==> config.mk <==
export PLATFORM = sky130hd
export DESIGN_NAME = fde_datapath
export DESIGN_NICKNAME = d
export VERILOG_FILES = /design/src/rtl/fde_datapath.sv
export SDC_FILE = /design/constraint.sdc
export NUM_CORES = 1
export LEC_CHECK = 0
export CORE_MARGIN = 3
export CORE_UTILIZATION = 45
export CTS_BUF_LIST = sky130_fd_sc_hd__clkbuf_8
export DETAILED_ROUTE_END_ITERATION = 10
export PLACE_DENSITY_LB_ADDON = 0.25
export REMOVE_ABC_BUFFERS = 1
export SYNTH_ARGS = -nofsm -noshare
export SYNTH_HDL_FRONTEND = slang
export SYNTH_SLANG_ARGS = --single-unit
==> constraint.sdc <==
create_clock -name clk -period 3.6 [get_ports clk]
set_clock_uncertainty 0.1 [all_clocks]
set_input_delay 1.08 -clock clk [delete_from_list [all_inputs] [get_ports clk]]
set_output_delay 1.08 -clock clk [all_outputs]
set_load 0.005 [all_outputs]
==> src/rtl/fde_datapath.sv <==
// Four-register 8-bit datapath stepped by external fetch/decode/execute strobes.
// Define FDE_SEQ_CHECK_EN to add an f->d->e phase-order tracker.
module fde_datapath (
    input  logic        clk,
    input  logic        rst_n,
    input  logic        f,
    input  logic        d,
    input  logic        e,
    input  logic [15:0] imem_rdata,
    output logic [7:0]  imem_addr,
    output logic [7:0]  out_data,
    output logic        out_valid,
    output logic        halted,
    output logic        zero,
    output logic        seq_err
);
    localparam logic [3:0] OpLdi  = 4'h1;
    localparam logic [3:0] OpAdd  = 4'h2;
    localparam logic [3:0] OpSub  = 4'h3;
    localparam logic [3:0] OpAnd  = 4'h4;
    localparam logic [3:0] OpOr   = 4'h5;
    localparam logic [3:0] OpXor  = 4'h6;
    localparam logic [3:0] OpMov  = 4'h7;
    localparam logic [3:0] OpJmp  = 4'h8;
    localparam logic [3:0] OpJz   = 4'h9;
    localparam logic [3:0] OpOut  = 4'hA;
    localparam logic [3:0] OpHalt = 4'hF;

    logic [7:0]  pc;
    logic [15:0] ir;
    logic [7:0]  opa;
    logic [7:0]  opb;
    logic [7:0]  regs [4];

    logic [3:0]  opcode;
    logic [1:0]  rd;
    logic [1:0]  rs;
    logic [7:0]  imm;
    logic [1:0]  strobe_cnt;
    logic        multi_hot;
    logic        single_hot;
    logic        phase_ok;
    logic        order_err;
    logic        do_f;
    logic        do_d;
    logic        do_e;
    logic [7:0]  result;
    logic        writes_rd;
    logic        sets_zero;

    assign opcode    = ir[15:12];
    assign rd        = ir[11:10];
    assign rs        = ir[9:8];
    assign imm       = ir[7:0];
    assign imem_addr = pc;

    // Strobe-free cycles are legal idle cycles; only multi-hot strobes are errors.
    assign strobe_cnt = {1'b0, f} + {1'b0, d} + {1'b0, e};
    assign multi_hot  = (strobe_cnt > 2'd1);
    assign single_hot = (strobe_cnt == 2'd1);

`ifdef FDE_SEQ_CHECK_EN
    typedef enum logic [1:0] {PhFetch, PhDecode, PhExec} phase_e;
    phase_e phase;

    assign phase_ok = (f && phase == PhFetch) || (d && phase == PhDecode) ||
                      (e && phase == PhExec);

    always_ff @(posedge clk) begin
        if (!rst_n) begin
            phase <= PhFetch;
        end else if (do_f) begin
            phase <= PhDecode;
        end else if (do_d) begin
            phase <= PhExec;
        end else if (do_e) begin
            phase <= PhFetch;
        end
    end
`else
    assign phase_ok = 1'b1;
`endif

    assign order_err = !halted && single_hot && !phase_ok;
    assign do_f      = !halted && single_hot && phase_ok && f;
    assign do_d      = !halted && single_hot && phase_ok && d;
    assign do_e      = !halted && single_hot && phase_ok && e;

    always_comb begin
        result    = 8'h00;
        writes_rd = 1'b1;
        sets_zero = 1'b0;
        case (opcode)
            OpLdi: result = imm;
            OpAdd: begin result = opa + opb; sets_zero = 1'b1; end
            OpSub: begin result = opa - opb; sets_zero = 1'b1; end
            OpAnd: begin result = opa & opb; sets_zero = 1'b1; end
            OpOr:  begin result = opa | opb; sets_zero = 1'b1; end
            OpXor: begin result = opa ^ opb; sets_zero = 1'b1; end
            OpMov: result = opb;
            default: writes_rd = 1'b0;
        endcase
    end

    always_ff @(posedge clk) begin
        if (!rst_n) begin
            pc        <= 8'h00;
            ir        <= 16'h0000;
            opa       <= 8'h00;
            opb       <= 8'h00;
            regs      <= '{default: 8'h00};
            out_data  <= 8'h00;
            out_valid <= 1'b0;
            halted    <= 1'b0;
            zero      <= 1'b0;
            seq_err   <= 1'b0;
        end else begin
            out_valid <= 1'b0;
            if (!halted && (multi_hot || order_err)) begin
                seq_err <= 1'b1;
            end
            if (do_f) begin
                ir <= imem_rdata;
                pc <= pc + 8'd1;
            end
            if (do_d) begin
                opa <= regs[rd];
                opb <= regs[rs];
            end
            if (do_e) begin
                if (writes_rd) begin
                    regs[rd] <= result;
                end
                if (sets_zero) begin
                    zero <= (result == 8'h00);
                end
                case (opcode)
                    OpJmp: pc <= imm;
                    OpJz: begin
                        if (zero) begin
                            pc <= imm;
                        end
                    end
                    OpOut: begin
                        out_data  <= opb;
                        out_valid <= 1'b1;
                    end
                    OpHalt: halted <= 1'b1;
                    default: ;
                endcase
            end
        end
    end
endmodule

==> results.md, run 1 <==
- Status: finished, final reports clean
- Post-Syn Instances: about 540
- Min-delay worst type: flop to flop
- Commonest non-fill, non-tap cell in the layout: dfxtp_1
- Placed cell count: approximately 700
- Gr ovfl total: 0
- Post-CTS Setup Bufs: 0
- Fmax: just over 300 MHz
- DR vias/cell: 5.528
- Cell Area, Synth: 4653 um^2
- Final Non-Filler Cells: 714
- Initial core utilization: 0.4696
- DP HPWL: 8.272 mm
- Max incr delay on CP: 0.61 ns
- Most area-consuming cells after synthesis: dfxtp_1 (36%), mux4_2 (8.2%), ha_1 (6.7%)
- Die Span Y: roughly 110 um
- Final Hold Vio Count: 0
- Antenna cells: 0
- CP max FO: 11
- Hold_buf cts: 0
- Fin. max-slew vios: 0
- Total CTS buffers: 9
- RSZ-0062 raised after global routing: no
- #FFs+latches synth: 84
- P per Cell Area: 321.1 nW/um^2
- YS warnings: 0
- Syn Area/Cell: between 8 and 9 um^2
- Final min period: 3.253 ns
- Post-synth EDFFs: 0
- Die area: ~12000 um^2
- Final setup margin: 0.3465 ns
- # fillers: ~940
- Rows: 36
- Hold path depth: 2
- CP endpoint kind: flop
- Routed WL: between 10 and 15 mm
- Post-cts sizing count: 0
- Slowest CP cell: fa_1
- Static Leakage: 1.849 nW
- Drt pass-1 iters: 4
- Nets: 624
- Skew-Pair Late Insertion Delay: 0.36 ns
- Tcrit/Tclk final: 0.9037
- Area leader, netlist: dfxtp_1
- Worst Path Required: 3.74 ns
- Max-slew headroom: 0.3315
- # H-tree levels: 3
- Max_cap viols: 0
- IO Count: 41
- WP data arrival: around 3.4 ns
- CTS sink cnt: 84
- First-pass GRT wire length: between 15 and 20 mm
- Layout cells sized above 1: 0.09983
- Longest Clk Path Bufs: 2
- Total number of vias: 3947
- Initial antenna violation count: 0
- Port Buf Inserts: 40
- Yosys cell types: 59
- Total GRT Usage: 0.2090
- Sequential fraction of the synthesis area: 0.3614
- Pre-CTS setup slack: -0.01153 ns
- Max VDD drop: 0.2134 mV
- Worst R2R Path Depth: 10
- GP Congestion: 0.8549
- Root Driver: clkbuf_8
- Cells along the critical path: clkdlybuf4s50_1 -> fa_1 -> nand4bb_1 -> nor4_1 -> nor2b_1 -> buf_4 -> mux2i_1 -> nor2_1
- Slew @ Worst Pin: 0.9887 ns
- Total core area: 9910 um^2
- Most frequent cells in the layout: dfxtp_1 (84), nand2_1 (81), nor2_1 (64)
- DRC viols: 0
- Post-DR wirelength/cell: 15.81 um
- Worst setup path class: input pin to flop
- Initial DRC Count: about 190
- Async set or reset register ratio after synthesis: 0
- Die width: 107.7 um
- Endpoints failing setup: 0
- Final TNS setup: 0 ns
- Vias in the first global route: 3974
- Final ANT Viol Nets: 0
- CTS tree: yes
- Largest net degree at the start of global routing: 78
- Worst-path clk slew: 0.08 ns
- Layout Area Growth over Synthesis: 17.59%
- CP Launch Type: input pin
- Post-synth top area share: 0.3614
- Top_reg_cell synth: dfxtp_1
==> routing by layer <==
layer  track usage  share of wire  vias up
li1              -              -     1973
met1        0.2755           0.46     1891
met2        0.3517           0.49       74
met3       0.03719          0.043        9
met4       0.05771         0.0092        0
met5             0              0        -
==> power by group <==
| group | leakage (nW) | internal (mW) | switching (mW) |
|---|---|---|---|
| logic | 1.07 | 0.0749 | 0.0845 |
| clock network | 0.0975 | 0.290 | 0.346 |
| registers | 0.678 | 0.941 | 0.0203 |
| total | 1.85 | 1.31 | 0.451 |
==> area by class of cell <==
type,count,area (um^2),area share
clock inverters,5,33.78,0.006174
well taps,133,166.4,0.03041
repair buffers,60,588.1,0.1075
flip-flops and latches,84,1682,0.3073
inverters,23,86.33,0.01578
multi-input cells,398,2764,0.5051
clock buffers,11,151.4,0.02767
==> state kept, by name, indices dropped and copies added (netlist names) <==
register   flops
seq_err        1
ir            16
opb            8
opa            8
zero           1
out_data       8
imem_addr      8
out_valid      1
regs          32
halted         1
==> worst max-delay path, delay by kind of cell <==
kind	cells	cell delay, ns
and+or+nand+nor	4	0.80
muxes	1	0.21
buffers and inverters	2	0.69
adders and majority gates	1	0.61
==> synth_stat cells (all sizes together) (7+ instances only) <==
| master | n |
|---|---|
| a211oi | 13 |
| a21oi | 58 |
| a31oi | 7 |
| buf | 14 |
| clkbuf | 19 |
| dfxtp | 84 |
| ha | 25 |
| inv | 22 |
| mux2i | 27 |
| mux4 | 17 |
| nand2 | 81 |
| nand3 | 7 |
| nor2 | 64 |
| o21ai | 11 |
| xnor2 | 9 |
| xor2 | 7 |
==> stage by stage <==
stage	power (mW)	utilization	hold WS, ns	cell area [um^2]
6_report	1.757	0.5521	0.3764	5472
4_1_cts	1.780	0.5521	0.3813	5472
3_3_place_gp	1.140	0.5335	0.3633	5286
5_1_grt	1.836	0.5521	0.4007	5472
2_1_floorplan	1.062	-	0.3463	4517
3_5_place_dp	1.143	0.5335	0.3657	5286
==> worst paths after layout <==
path	from	endpoint	slack, ns
worst max-delay path	f	regs[27]	0.35
worst min-delay path	ir[6]	ir[6]	0.38
worst max register to register	ir[13]	regs[31]	0.46
worst min register to register	ir[6]	ir[6]	0.38
==> cells by family (layout without fill, tap and decap cells) <==
group                    count (synthesis)  after routing  synth area share
AND/OR/NAND/NOR                        198            198            0.1949
AO/OA/AOI/OAI                          113            113            0.1495
flip-flops                              84             84            0.3614
buffers and inverters                   56             99           0.04786
multiplexers                            44             44            0.1404
adder cells (fa/ha/maj)                 27             27           0.07583
XOR/XNOR                                16             16           0.03012
No activity file was read; power rests on OpenSTA's default activity.
==> inputs of run 2 (changes only) <==
- CTS_CLUSTER_SIZE: unset -> 16
- DONT_BUFFER_PORTS: unset -> 1
- SKIP_LAST_GASP: unset -> 1
==> run 2 against run 1 <==
Compared with the run above: clock power increased by 0.8%; via count shrank 4.9%; power is 2.0% lower; fmax is 7.8% higher; flip-flop and latch count unchanged; cell count is 6.3% lower; register-to-register slack better by 0.12 ns; critical path depth grew 2; worst hold slack better by 0.0095 ns; first-iteration DRC count grew 17%; clock-buffer cell count down 1; sequential share of layout area grew 2.9 points; largest cell class unchanged.
==> results.md, run 2 (synthesis results as in run 1) <==
- Initial core utilization: 0.4696
- Die width: 107.7 um
- Largest net degree at the start of global routing: 60
- R2R Setup Slk: 0.58 ns
- Post-cts sizing count: 0
- Cells along the critical path: nor4bb_1 -> buf_4 -> mux2i_1 -> ha_1 -> nor2b_1 -> o221ai_1 -> a21oi_1 -> or4_1 -> and3_1 -> a211oi_2
- GP Congestion: between 0.8 and 0.9
- Comb pwr share: 0.068
- Port Buf Inserts: 0
- Total number of vias: 3753
- Final min period: slightly above 3 ns
- Vias in the first global route: roughly 3.6k
- Status: finished, final reports clean
- Crit path buffers/inverters: 1
- Max-slew headroom: 0.2654
- Initial antenna violation count: 0
- Biggest regs: regs x32, ir x16
- Max incr delay on CP: 0.43 ns
- Switching Share: 0.2682
- Total core area: 9910 um^2
- Antenna cells: 0
- CTS tree: yes
- Final Non-Filler Cells: 669
- Final TNS setup: 0 ns
- IO Count: slightly above 40
- Final setup margin: 0.5818 ns
- Hold path depth: 2
- Routed WL: 10.90 mm
- Largest Register: regs
- Placed cell count: 653
- Switching Power: 0.4616 mW
- Initial DRC Count: 216
- Worst Path Required: ~3.8 ns
- WP data arrival: 3.20 ns
- Internal power: 1.260 mW
- Total GRT Usage: 0.1958
- Nets: 579
- Final Hold Vio Count: 0
- Die Span Y: 107.7 um
- Post-DR wirelength/cell: 16.29 um
- Endpoints failing setup: 0
- # H-tree levels: 3
- DR vias/cell: 5.610
- Pre-CTS setup slack: approximately 0.24 ns
- CP endpoint kind: flop
- Static Leakage: 1.661 nW
- R2R Path End: regs[31]
- CP max FO: 7
- Slowest CP cell: or4_1
- Root Driver: clkbuf_8
- Max VDD drop: 0.1738 mV
- Most frequent cells in the layout: dfxtp_1 (84), nand2_1 (81), nor2_1 (64)
- Family with the most delay on the worst path: simple AND/OR/NAND/NOR gates
- Hold Startpoint: ir[2]
- Clock power frac: 0.373
- Fin. max-slew vios: 0
- DRC viols: 0
- Die area: 11600 um^2
- CTS sink cnt: 84
- RSZ-0062 raised after global routing: no
- Post-CTS Setup Bufs: 0
- Hold path endpoint: ir[2]
- Worst setup path class: flop to flop
- Worst R2R Path Depth: 10
- Layout cells sized above 1: 0.1007
- Slew @ Worst Pin: 1.087 ns
- Fmax: approximately 330 MHz
- P per Cell Area: 344.6 nW/um^2
- Max reg flops: 32
- Drt pass-1 iters: 5
- Skew-Pair Late Insertion Delay: approximately 0.36 ns
- Hold_buf cts: 0
- Total CTS buffers: 9
- Layout Area Growth over Synthesis: 7.341%
- Hold WS: between 0.3 and 0.4 ns
- DP HPWL: 7.974 mm
- Gr ovfl total: 0
- Flop pwr share: 0.559
- Rows: 36
- Min-delay worst type: flop to flop
- Longest Clk Path Bufs: 2
- Max_cap viols: 0
- Worst-path clk slew: 0.09 ns
- Commonest non-fill, non-tap cell in the layout: dfxtp_1
- First-pass GRT wire length: 18.05 mm
- CP Launch Type: flop
- Final ANT Viol Nets: 0
- Tcrit/Tclk final: 0.8384
- Worst R2R Start: ir[13]
==> run 2: cell types whose count changed in the layout (fill, tap and decap cells not counted), sizes merged <==
| cell | delta |
|---|---|
| inv | -1 |
| clkdlybuf4s50 | -40 |
| buf | -5 |
| clkinv | +1 |
| clkinvlp | +1 |
| clkbuf | -1 |
==> run 2: final cells by class <==
class | instances | area (um^2)
sequential | 84 | 1682
multi-input combinational | 398 | 2764
inverter | 23 | 86.33
fill | 964 | 4915
clock inverter | 6 | 46.29
clock buffer | 10 | 137.6
timing repair buffer | 15 | 112.6
tap | 133 | 166.4
==> run 2: through the flow <==
step                  util  power, mW  area [um^2]
detailed placement  0.4855      1.103         4811
floorplan                -      1.062         4517
CTS                 0.5040      1.746         4995
global placement    0.4855      1.100         4811
global route        0.5040      1.796         4995
finish              0.5040      1.721         4995
==> run 2: metal layers <==
metal / global-route usage / part of all wire / routed length (um)
met4: 0.06132 / 0.015 / 163
met3: 0.04019 / 0.044 / 477
met1: 0.2509 / 0.46 / 4999
met5: 0 / 0 / 0
met2: 0.3299 / 0.48 / 5256
==> run 2: power groups by stage <==
| stage | sequential [mW] | clock (mW) | combinational (mW) |
|---|---|---|---|
| 6_report | 0.962 | 0.641 | 0.118 |
| 5_1_grt | 0.965 | 0.699 | 0.131 |
| 4_1_cts | 0.963 | 0.665 | 0.118 |
| 3_5_place_dp | 0.985 | 0 | 0.118 |
| 3_3_place_gp | 0.984 | 0 | 0.116 |
| 2_1_floorplan | 0.984 | 0 | 0.0773 |
==> run 2: worst max path at each step <==
stage	from	endpoint	slack [ns]	cells after the start
after floorplan	f	imem_addr[7]	-0.76	7
after global placement	f	regs[11]	0.35	6
after detailed placement	f	regs[8]	0.24	6
after CTS	ir[13]	regs[31]	0.59	10
after global routing	f	regs[11]	0.42	6
final	ir[13]	regs[31]	0.58	10
==> run 2: worst reg2reg max path: stages (launching register included) <==
cell      delay (ns)
dfxtp_1         0.34
nor4bb_1        0.28
buf_4           0.21
mux2i_1         0.30
ha_1            0.28
nor2b_1         0.16
o221ai_1        0.26
a21oi_1         0.14
or4_1           0.43
and3_1          0.23
a211oi_2        0.22
==> inputs of run 3 (changes only) <==
- clock period: 3.6 -> 2.9 ns (I/O delays scaled with it)
==> run 3 against run 2 <==
Compared with the run above: clock-buffer cell count rose by 1; fmax rose by 5.3%; global-route usage rose by 0.50 points; register-to-register slack got worse by 0.55 ns; routed wire length rose by 6.7%; non-clock buffer count rose by 25; cell count rose by 3.6%; critical path type unchanged; critical endpoint unchanged; highest routed layer unchanged.
==> results.md, run 3 (synthesis results as in run 1) <==
- Status: finished, final reports clean
- CP Launch Type: flop
- Die area: 11600 um^2
- Cells along the critical path: nor4bb_2 -> buf_4 -> nor2_1 -> xnor2_1 -> ha_2 -> or2_4 -> o221ai_4 -> a21oi_2 -> or4_4 -> and3_4 -> a211oi_2
- Max-slew headroom: 0.5360
- Initial DRC Count: between 200 and 250
- WP data arrival: just over 3 ns
- Final Hold Vio Count: 0
- Antenna cells: 0
- Rows: 36
- Worst R2R Start: ir[14]
- RSZ-0062 raised after global routing: yes
- Hold Startpoint: ir[3]
- Largest net degree at the start of global routing: 51
- Slowest CP cell: or4_4
- Nets: 604
- Most frequent cells in the layout: dfxtp_1 (82), nand2_1 (81), nor2_1 (64)
- Worst Path Required: around 3 ns
- Largest Register: regs
- Total CTS buffers: 9
- Endpoints failing setup: 0
- Slew @ Worst Pin: between 0.6 and 0.7 ns
- Final min period: 2.865 ns
- Die width: 107.7 um
- Skew-Pair Late Insertion Delay: 0.36 ns
- Die Span Y: 107.7 um
- Total number of vias: 3945
- Biggest regs: regs x32, ir x16
- CP endpoint kind: flop
- Max reg flops: 32
- # H-tree levels: 3
- DR vias/cell: ~5.7
- CP max FO: 6
- Hold_buf cts: 0
- Port Buf Inserts: 0
- P per Cell Area: 418.6 nW/um^2
- Vias in the first global route: between 3k and 4k
- Drt pass-1 iters: 4
- Hold WS: 0.3815 ns
- Max VDD drop: ~0.25 mV
- Commonest non-fill, non-tap cell in the layout: dfxtp_1
- Root Driver: clkbuf_8
- Worst-path clk slew: ~0.09 ns
- Static Leakage: 1.848 nW
- Total core area: 9910 um^2
- Final ANT Viol Nets: 0
- Layout Area Growth over Synthesis: 15.43%
- Total GRT Usage: 0.2007
- Longest Clk Path Bufs: 2
- DP HPWL: 8.243 mm
- GP Congestion: 0.9749
- Pwr Total: 2.249 mW
- Initial antenna violation count: 0
- Post-DR wirelength/cell: approximately 17 um
- IO Count: roughly 40
- Tcrit/Tclk final: 0.9880
- Routed WL: 11.63 mm
- Max_cap viols: 0
- Fmax: 349.0 MHz
- Gr ovfl total: 0
- Min-delay worst type: flop to flop
- Core Util, Final: 0.5420
- Worst setup path start: ir[14]
- First-pass GRT wire length: 18.69 mm
- CTS sink cnt: 84
- CTS tree: yes
- Layout cells sized above 1: 0.1732
- Max incr delay on CP: 0.54 ns
- Worst setup path class: flop to flop
- DRC viols: 0
- Initial core utilization: 0.4696
- Fin. max-slew vios: 0
run 3: area by class of cell:
class                      instances  area [um^2]
clock buffer                      11        151.4
clock inverter                     4        56.30
fill                             900         4538
inverter                          23        86.33
multi-input combinational        398         2882
sequential                        84         1684
tap                              133        166.4
timing repair buffer              40        345.3
run 3: critical path, delay by kind of cell, from the launching register on:
family          cells  cell delay (ns)
fa+ha+maj           1             0.21
xor+xnor            1             0.14
flops               1             0.33
buf+inv             1             0.23
simple gates        5             1.34
compound gates      3             0.43
run 3: timing repair:
action,4_1_cts,5_1_grt
setup endpoints to repair,1,15
pin swaps,0,17
buffers inserted,1,6
resized for setup,1,27
cloned,0,0
run 3: metrics by stage:
step / worst slack (ns) / area (um^2) / TNS [ns] / instances
6_report: 0.03494 / 5371 / 0 / 693
3_3_place_gp: 0.06221 / 4984 / 0 / 671
4_1_cts: 0.006490 / 5202 / 0 / 687
2_1_floorplan: -1.245 / 4517 / -28.28 / 505
3_5_place_dp: -0.05220 / 4984 / -0.1154 / 671
5_1_grt: -0.07086 / 5371 / -0.3857 / 693
run 3: layer usage:
layer	vias up	routed length, um	GRT usage
li1	1925	-	-
met1	1892	5316	0.2669
met2	109	5510	0.3299
met3	19	627	0.04679
met4	0	174	0.04869
met5	-	0	0
run 3: worst paths after layout:
kind              end  slack, ns  depth (start not counted)
max          regs[31]       0.03                         11
min             ir[3]       0.38                          2
max reg2reg  regs[31]       0.03                         11
min reg2reg     ir[3]       0.38                          2
run 3: power breakdown:
group	total, mW	internal (mW)	switching [mW]
Combinational	0.164	0.0666	0.0973
Sequential	1.19	1.17	0.0261
Clock	0.890	0.447	0.443
==> edit, RTL diff (config.mk and constraints of run 2) <==
Add a define of `FDE_SEQ_CHECK_EN`.
--- a/src/rtl/fde_datapath.sv
+++ b/src/rtl/fde_datapath.sv
@@ -1,5 +1,7 @@
 // Four-register 8-bit datapath stepped by external fetch/decode/execute strobes.
 // Define FDE_SEQ_CHECK_EN to add an f->d->e phase-order tracker.
+`define FDE_SEQ_CHECK_EN
+
 module fde_datapath (
     input  logic        clk,
     input  logic        rst_n,
Formal check against the unedited RTL: not equivalent (a bounded check fails within 4 cycles, from zero or initial values and one cycle with rst_n low).
==> edit against run 2 <==
Design area increased by 2.7%. Global-route usage up 1.8 points. Wire length increased by 8.5%. Worst setup slack got worse by 290 ps. Total power grew 2.0%. Non-clock buffer count rose by 2. Die area grew 2.7%. Hold slack improved by 5.2 ps. Critical endpoint is now regs[5]$_SDFFE_PN0P_. Sequential cell count grew 2. First-iteration DRC count grew 24%. Utilization shrank 0.74 points. Critical path type unchanged. Area after synthesis grew 2.9%.
==> edit: results (changes against run 2) <==
metric;value;unit;change
status;complete, no violations;;
Avg Synthesized Cell Area;8.75;µm²;+1.2%
first-pass GRT wire length;20.0;mm;+11%
maximum VDD drop;0.253;mV;+46%
GR Layer Usage met1;28.8;%;+3.7 points
Final HPWL DP;8.56;mm;+7.3%
sw power;488;µW;+5.7%
layout cell share with drive strength beyond 1;11.4;%;+1.3 points
Sequential Power;976;µW;+1%
pin count of the biggest net entering global routing;39;;-35%
Final min period;3310;ps;+292 ps
Comb power;94.5;µW;-20%
Synth cell types;57;;-3.4%
Top Family by Delay on Critical Path;compound AO/OA/AOI/OAI gates;;
routed wire length;11.8;mm;+8.5%
DR WL met2;5.73;mm;+9.1%
Largest stage delay, worst path;560;ps;+130 ps
Layout fillers;981;;+1.8%
Final nets;586;;+1.2%
Tot Pwr;1.76;mW;+2.0%
slew margin rel.;47.5;%;+21 points
pre-CTS setup slack;362;ps;+120 ps
static leakage;1.79;nW;+7.9%
Critical path origin;ir[12]$_SDFFE_PN0P_;;
gp weighted congestion;0.923;;+11%
met3 GRT Util;4.14;%;+0.13 points
largest cells by area after synthesis;dfxtp_1 36%, mux4_2 8.0%, ha_1 6.5%, nand2_1 6.3%, a21oi_1 5.4%;;
Vias per Instance;5.72;;+2.0%
met1 WL;5.43;mm;+8.6%
Max FO, Critical Path;6;;-1
-- edit: changes by cell type after synthesis, sizes merged, moves of 3 or more --
cell    before  now
or2          3    0
nor2        64   58
and3         3    6
a21oi       58   52
inv         22   26
xnor2        9   13
mux2         0    4
a211oi      13   23
o211a        3    0
-- edit: worst min path at each step --
| stage | from | endpoint | slack [ps] |
|---|---|---|---|
| final | ir[0]$_SDFFE_PN0P_ | ir[0]$_SDFFE_PN0P_ | 390 |
| after global routing | ir[0]$_SDFFE_PN0P_ | ir[0]$_SDFFE_PN0P_ | 420 |
| after CTS | ir[0]$_SDFFE_PN0P_ | ir[0]$_SDFFE_PN0P_ | 390 |
| after detailed placement | ir[0]$_SDFFE_PN0P_ | ir[0]$_SDFFE_PN0P_ | 380 |
| after global placement | ir[7]$_SDFFE_PN0P_ | ir[7]$_SDFFE_PN0P_ | 370 |
| after floorplan | ir[2]$_SDFFE_PN0P_ | ir[2]$_SDFFE_PN0P_ | 350 |
-- edit: metrics by stage --
step	cell area, µm²	utilization (%)
after floorplan	4630	-
after global placement	4920	47.7
after detailed placement	4920	47.7
after CTS	5130	49.7
after global routing	5130	49.7
final	5130	49.7
-- edit: cell families after synthesis --
kind of cell | count (synthesis) | synth area share, %
and+or+nand+nor | 189 | 18.2
AOI/OAI and AO/OA | 117 | 15.4
DFF | 86 | 36.0
buffers and inverters | 63 | 5.43
muxes | 47 | 14.4
adders and majority gates | 27 | 7.37
xor gates and xnor gates | 18 | 3.29
-- edit: cell type report --
type                    count  area [µm²]  share of cell area (%)
clock buffers               9         124                    2.42
clock inverters             7        80.1                    1.56
inverters                  26        97.6                    1.90
multi-input cells         398        2810                    54.7
flip-flops and latches     86        1720                    33.6
well taps                 136         170                    3.32
repair buffers             17         128                    2.49
